### config.mk
export PLATFORM = sky130hd
export DESIGN_NAME = div_seq
export DESIGN_NICKNAME = d
export VERILOG_FILES = /design/src/rtl/div_seq.sv
export SDC_FILE = /design/constraint.sdc
export NUM_CORES = 1
export LEC_CHECK = 0
export ABC_AREA = 1
export CAP_MARGIN = 20
export CORE_UTILIZATION = 40
export DETAILED_ROUTE_END_ITERATION = 8
export SYNTH_ARGS = -nofsm -noshare
export SYNTH_HDL_FRONTEND = slang
export SYNTH_SLANG_ARGS = --single-unit
### constraint.sdc
create_clock -name clk -period 2.21 [get_ports clk]
set_clock_uncertainty 0.05 [all_clocks]
set_input_delay 0.221 -clock clk [delete_from_list [all_inputs] [get_ports clk]]
set_output_delay 0.221 -clock clk [all_outputs]
set_load 0.005 [all_outputs]
### src/rtl/div_seq.sv
// div_seq: iterative restoring divider, one quotient bit per clock.
// Shares the cal/rdy handshake of the shift-add multiplier so the two are
// interchangeable in a datapath. Define DIV_SIGNED_EN for two's-complement
// operands; this adds a FIX state that applies the result signs.
module div_seq #(
   parameter int W = 8
) (
   input  logic         clk,
   input  logic         rst,
   input  logic         cal,
   input  logic [W-1:0] a,
   input  logic [W-1:0] b,
   output logic [W-1:0] q,
   output logic [W-1:0] r,
   output logic         dz,
   output logic         rdy
);

   localparam int CW = $clog2(W + 1);

   typedef enum logic [1:0] {
      IDLE = 2'd0,
      CALC = 2'd1,
      FIX  = 2'd2
   } state_t;

   state_t         state_q, state_d;
   logic [CW-1:0]  ctr_q, ctr_d;
   logic [W-1:0]   rem_q, rem_d;
   logic [W-1:0]   quo_q, quo_d;
   logic [W-1:0]   div_q, div_d;
   logic [W-1:0]   q_q, q_d;
   logic [W-1:0]   r_q, r_d;
   logic           dz_q, dz_d;
   logic           rdy_q, rdy_d;
`ifdef DIV_SIGNED_EN
   logic           sa_q, sa_d;
   logic           sb_q, sb_d;
`endif

   logic [W-1:0]   mag_a;
   logic [W-1:0]   mag_b;
   logic [W:0]     shifted;
   logic           fits;
   logic [W-1:0]   step_rem;
   logic [W-1:0]   step_quo;
   logic           last_step;

   // Operand magnitudes fed into the unsigned core, plus one restoring step
   always_comb begin
`ifdef DIV_SIGNED_EN
      mag_a = a[W-1] ? -a : a;
      mag_b = b[W-1] ? -b : b;
`else
      mag_a = a;
      mag_b = b;
`endif
      shifted   = {rem_q, quo_q[W-1]};
      fits      = (shifted >= {1'b0, div_q});
      step_rem  = fits ? (shifted[W-1:0] - div_q) : shifted[W-1:0];
      step_quo  = {quo_q[W-2:0], fits};
      last_step = (ctr_q == CW'(1));
   end

   // State and datapath registers; synchronous reset wins over everything
   always_ff @(posedge clk) begin
      if (rst) begin
         state_q <= IDLE;
         ctr_q   <= '0;
         rem_q   <= '0;
         quo_q   <= '0;
         div_q   <= '0;
         q_q     <= '0;
         r_q     <= '0;
         dz_q    <= 1'b0;
         rdy_q   <= 1'b0;
`ifdef DIV_SIGNED_EN
         sa_q    <= 1'b0;
         sb_q    <= 1'b0;
`endif
      end else begin
         state_q <= state_d;
         ctr_q   <= ctr_d;
         rem_q   <= rem_d;
         quo_q   <= quo_d;
         div_q   <= div_d;
         q_q     <= q_d;
         r_q     <= r_d;
         dz_q    <= dz_d;
         rdy_q   <= rdy_d;
`ifdef DIV_SIGNED_EN
         sa_q    <= sa_d;
         sb_q    <= sb_d;
`endif
      end
   end

   // Next-state: accept in IDLE, run W steps, optionally fix signs
   always_comb begin
      state_d = state_q;
      case (state_q)
         IDLE: if (cal) state_d = CALC;
         CALC: begin
            if (last_step) begin
`ifdef DIV_SIGNED_EN
               state_d = FIX;
`else
               state_d = IDLE;
`endif
            end
         end
         FIX:     state_d = IDLE;
         default: state_d = IDLE;
      endcase
   end

   // Datapath and result updates for each state
   always_comb begin
      ctr_d = ctr_q;
      rem_d = rem_q;
      quo_d = quo_q;
      div_d = div_q;
      q_d   = q_q;
      r_d   = r_q;
      dz_d  = dz_q;
      rdy_d = rdy_q;
`ifdef DIV_SIGNED_EN
      sa_d  = sa_q;
      sb_d  = sb_q;
`endif
      case (state_q)
         IDLE: begin
            if (cal) begin
               rem_d = '0;
               quo_d = mag_a;
               div_d = mag_b;
               ctr_d = CW'(W);
               rdy_d = 1'b0;
               dz_d  = (b == '0);
`ifdef DIV_SIGNED_EN
               sa_d  = a[W-1];
               sb_d  = b[W-1];
`endif
            end
         end
         CALC: begin
            rem_d = step_rem;
            quo_d = step_quo;
            ctr_d = ctr_q - CW'(1);
`ifndef DIV_SIGNED_EN
            if (last_step) begin
               q_d   = step_quo;
               r_d   = step_rem;
               rdy_d = 1'b1;
            end
`endif
         end
`ifdef DIV_SIGNED_EN
         FIX: begin
            if (dz_q) q_d = '1;
            else      q_d = (sa_q ^ sb_q) ? -quo_q : quo_q;
            r_d   = sa_q ? -rem_q : rem_q;
            rdy_d = 1'b1;
         end
`endif
         default: ;
      endcase
   end

   // Result ports; rdy is masked by a new request in the same cycle
   always_comb begin
      q   = q_q;
      r   = r_q;
      dz  = dz_q;
      rdy = rdy_q & ~cal;
   end

endmodule

# After elaboration in Yosys (flattened, before gate mapping)
# Index checks and enable logic that the tools add are counted.
[op_classes]
muxes = 13
add_sub_neg = 2
reduce_logical = 8
n_bitwise = 2
order_cmp = 1
eq_ne = 4
[op_table]
columns = ["op", "n"]
rows = [
  ["8-bit one-hot mux with 2 select lines", 2],
  ["8-bit 2-to-1 mux", 3],
  ["9-bit by 8-bit greater-or-equal comparator with 1-bit output", 1],
  ["8-bit logical NOT", 1],
  ["4-bit one-hot mux with 2 select lines", 1],
  ["2-bit AND reduction", 4],
  ["8-bit subtractor", 1],
  ["4-bit by 1-bit == test with 1-bit output (second input constant)", 1],
  ["2-bit 2-to-1 mux", 2],
  ["4-bit 2-to-1 mux", 1],
  ["2-bit inequality test (second input constant)", 2],
  ["2-bit one-hot mux with 2 select lines", 1],
  ["4-bit by 1-bit subtractor with 4-bit output (second input constant)", 1],
  ["3-bit AND reduction", 1],
  ["2-bit by 1-bit == test with 1-bit output (second input constant)", 1],
  ["2-bit logical NOT", 1],
  ["1-bit 2-to-1 mux", 2],
  ["1-bit one-hot mux with 2 select lines", 1],
  ["2-bit nonzero test", 1],
  ["1-bit bitwise AND", 1],
  ["1-bit NOT", 1],
]
[word_totals]
out_inout_bits = 18
input_bits = 19
ff_bits = 48

# Depth between registers and ports, before layout
[depth]
ltp_word = 3
depth_mapped = 14

# Worst setup path before layout
# No wires, ideal clock.
[synth_timing]
path_kind = "reg2reg"
startpoint = "reg quo_q[7]"
endpoint = "reg rem_q[6]"
arrival_ns = 1.475
t_required_ns = 2.024
stages_incl_launch_ff = 15
setup_time_ns = 0.136
period_less_slack_ns = 1.661
path_buffers = 0
setup_slack_ns = 0.549
cell_sequence = "dfxtp_1 > inv_1 > ha_1 > inv_1 > fa_1 > nand2_1 > nand2_1 > nand3_1 > nand2_1 > nand2_1 > nand2_1 > nand2_2 > nand2_2 > nand2_2 > a21oi_2"
[synth_between]
elab_chain_cells = 3
elab_cells_between_ends = 4
classes_between = "add/sub (1); order compare (1); mux (2)"
[synth_rtl]
columns = ["item", "line_no", "text"]
rows = [
  ["start: declaration", "30", "logic [W-1:0] quo_q, quo_d;"],
  ["start signal: assignment", "85", "quo_q <= quo_d;"],
  ["8-bit subtractor / 9-bit by 8-bit greater-or-equal comparator with 1-bit output (equally long branches)", "60, 59", ""],
  ["8-bit 2-to-1 mux *", "60", "step_rem = fits ? (shifted[W-1:0] - div_q) : shifted[W-1:0];"],
  ["8-bit one-hot mux with 2 select lines *", "131", "case (state_q)"],
  ["end signal: assignment", "84", "rem_q <= rem_d;"],
  ["end: declaration", "29", "logic [W-1:0] rem_q, rem_d;"],
]
# Every way passes the cells marked *; elsewhere a longest branch is shown, timed or not.
# A chain may end at the register's enable or synchronous reset.

# Worst setup path in the final report
[layout_timing]
startpoint = "reg ctr_q[1]"
endpoint = "reg q_q[6], in the netlist q[6]"
[layout_between]
elab_chain_cells = 2
[layout_rtl]
columns = ["item", "line_no", "text"]
rows = [
  ["start: declaration", "28", "logic [CW-1:0] ctr_q, ctr_d;"],
  ["start signal: assignment", "83", "ctr_q <= ctr_d;"],
  ["4-bit by 1-bit == test with 1-bit output", "62", "last_step = (ctr_q == CW'(1));"],
  ["2-bit AND reduction (no source line)", "-", ""],
  ["end signal: assignment", "87", "q_q <= q_d;"],
  ["end: declaration", "32", "logic [W-1:0] q_q, q_d;"],
]
# No other way between the ends.

==> results.cfg <==
[outcome]
status = completed

[placement]
dpl.hpwl_mm = 4.05
port_buffers = 36
globalplace.congestion = 0.789

[clocking]
cts-buffers-inserted = 5
clk_pin_slew_worst_paths_ns = 0.09
cts_max_path_buffers = 2
holdBufCountCts = 0
h-tree-depth = 2
cts-root-buf = clkbuf_8
clk-insertion-delay-late_ns = 0.30
post_cts_buffers = 0
tritoncts_num_sinks = 47
cts_tree = yes
ctsResizeCount = 0

[timing]
hold_viol = 0
fin_hold_ws_ns = 0.413
setup_viol = 0
finalCritPeriodShare_pct = 85.2
relSlewSlack_pct = 49.7
period_minus_slack_ns = 1.88
final_max_slew_viol_count = 0
rsz0062_at_grt = no
worst_pin_slew_ns = 0.752
fmax_mhz = 531
setup-tns-final_ns = 0

[worst_hold_path]
hold-path-endpoint = div_q[4]
worstHoldStart = div_q[4]
hold_path.class = flip-flop to flip-flop
hold-path-cell-count = 2

[floorplanning]
io_pins = 37
start_util_pct = 41.3
coreArea_mm2 = 0.00592
fp.dieW_um = 80.1
die_h_um = 80.1
rows = 28
die_area_mm2 = 0.00642

[final_layout]
drive_gt1_share_pct = 13.4
layout_commonest_cell = nand2_1
diodes = 0
fin_nets = 401
most-common-layout-cells = nand2_1 (84), dfxtp_1 (47), inv_1 (43)
fillers = 613
synthToLayoutAreaGrowth_pct = 22.3

[power]
internal_power_w = 0.00172
combPwrFrac_pct = 49.9
power_switching_w = 0.00128
power_per_cell_area_mw_per_mm2 = 1000
ir_worst_vdd_mv = 0.777
power.leakage_nw = 1.34
p_clk_share_pct = 16.9
total_power_w = 0.00300
switching_share_pct = 42.7
seq_power_share_pct = 33.2

[critical_path]
crit_fanout = 12
crit_start = ctr_q[1]
crit_required_ns = 2.39
crit_path_frequent_cell = inv_1
crit_buf_inv = 2
reg2reg_slack_ns = 0.33
critical_path_class = flip-flop to flip-flop
cpMaxStageDelayCell = nor2_1
r2r_end = q[6]
path_cells = inv_1, ha_1, nand4_4, nor2_1, inv_1, o21ai_0
rr_startpoint = ctr_q[1]
slowest_delay_ns = 0.59
cp-start-kind = flip-flop
crit_family = simple AND/OR/NAND/NOR gates
ff2ff_path_depth = 6
worstPathArrival_ns = 2.06
crit_path_end_kind = flip-flop

[route]
drc = 0
routed-via-count = 2149
routedWlPerCell_um = 11.8
drt_wl_total_mm = 5.29
first_pass_iters = 6
viasPerCell = 4.81
ant_nets = 0
drt_iter0_markers = 85

[flow_run]
cap_violations = 0

[logic_synthesis]
syn_inst = 331
mappedNetlistArea_mm2 = 0.00244
yosys.area.top_type_share_pct = 38.5
ys_seq_area_share_pct = 38.5
synth_cell_type_count = 38
syn_nets = 361
ys_ff_latch = 47
synth.area.top_cells = dfxtp_1 (39%), nand2_1 (13%), nand3_1 (7.6%)
yosysWarnings = 0
ys.flop_type = dfxtp_1
synth_area_per_cell_um2 = 7.38
synth.largest_area_cell = dfxtp_1
synth_edf_count = 0
postSynth.asyncResetShare_pct = 0

[global_route]
antenna_found_initial = 0
grt_max_degree = 19
grt_pass1_vias = 2106
grtUsageTotal_pct = 18.7
grt_overflow = 0
grt_pass1_wl_mm = 9.40
## power by group through the flow
stage | logic, W | registers [W] | clock network [W]
floorplan | 0.00124 | 0.000993 | 0
global placement | 0.00150 | 0.00102 | 0
detailed placement | 0.00151 | 0.00102 | 0
CTS | 0.00152 | 0.000998 | 0.000520
global route | 0.00171 | 0.00101 | 0.000551
finish | 0.00150 | 0.000997 | 0.000506
## cells in the mapped netlist (2+ instances only)
| cell type | number |
|---|---|
| nor4_1 | 3 |
| ha_1 | 10 |
| inv_1 | 43 |
| nand3_1 | 37 |
| clkbuf_1 | 3 |
| nor2_2 | 2 |
| nor2_1 | 12 |
| inv_2 | 2 |
| a21oi_1 | 19 |
| o221ai_1 | 3 |
| nand2_2 | 17 |
| buf_1 | 2 |
| a21oi_2 | 5 |
| buf_2 | 5 |
| dfxtp_1 | 47 |
| nand3b_1 | 2 |
| o21ai_0 | 15 |
| nand2_1 | 84 |
## per-layer routing
metal / vias up / GRT usage [%] / wire length [um]
met2: 28 / 32.4 / 2540
met4: 0 / 5.36 / 50
met3: 6 / 3.41 / 127
met5: - / 0 / 0
li1: 1143 / - / -
met1: 972 / 23.6 / 2570
## through the flow
| stage | util (%) | worst slack [ns] | instance area [um2] | cells |
|---|---|---|---|---|
| floorplan | - | 0.549 | 2440 | 331 |
| global placement | 49.1 | 0.338 | 2910 | 439 |
| detailed placement | 49.1 | 0.263 | 2910 | 439 |
| CTS | 50.4 | 0.315 | 2990 | 447 |
| global route | 50.4 | 0.0479 | 2990 | 447 |
| finish | 50.4 | 0.328 | 2990 | 447 |
## tightest hold or removal path: cells and delay by family (launching register included)
kind | cells | cell delay (ns)
flip-flops | 1 | 0.30
buffers and inverters | 1 | 0.06
AO/OA/AOI/OAI | 1 | 0.06
## worst max path at each step
stage / endpoint / slack [ns] / cells after the start
finish: q[6] / 0.33 / 6
floorplan: rem_q[6] / 0.55 / 14
global route: q[2] / 0.05 / 6
CTS: q[6] / 0.31 / 6
detailed placement: q[6] / 0.26 / 4
global placement: q[3] / 0.34 / 4
## sequential cells by signal, indices dropped and copies added, names as in the netlist
signal,cells
div_q,8
quo_q,8
rdy_q,1
q,8
ctr_q,4
r,8
rem_q,8
dz,1
state_q,1
## layout make-up
cell class                      count  area, um2  share of cell area (%)
Clock inverter                      1       5.00                   0.168
Clock buffer                        7       76.3                    2.56
Timing Repair Buffer               44        420                    14.1
Multi-Input combinational cell    228       1280                    42.9
Sequential cell                    47        941                    31.5
Tap cell                           75       93.8                    3.14
Inverter                           45        169                    5.66
## cell families (layout without fill, tap and decap cells)
kind of cell | after synthesis | in the layout | share of synthesized area (%)
flip-flops | 47 | 47 | 38.5
AO/OA/AOI/OAI | 47 | 47 | 11.4
XOR/XNOR | 2 | 2 | 0.717
adder cells (fa/ha/maj) | 11 | 11 | 5.94
AND/OR/NAND/NOR | 168 | 168 | 34.4
buffers and inverters | 56 | 97 | 9.02
Power figures use the tool's default switching activity.
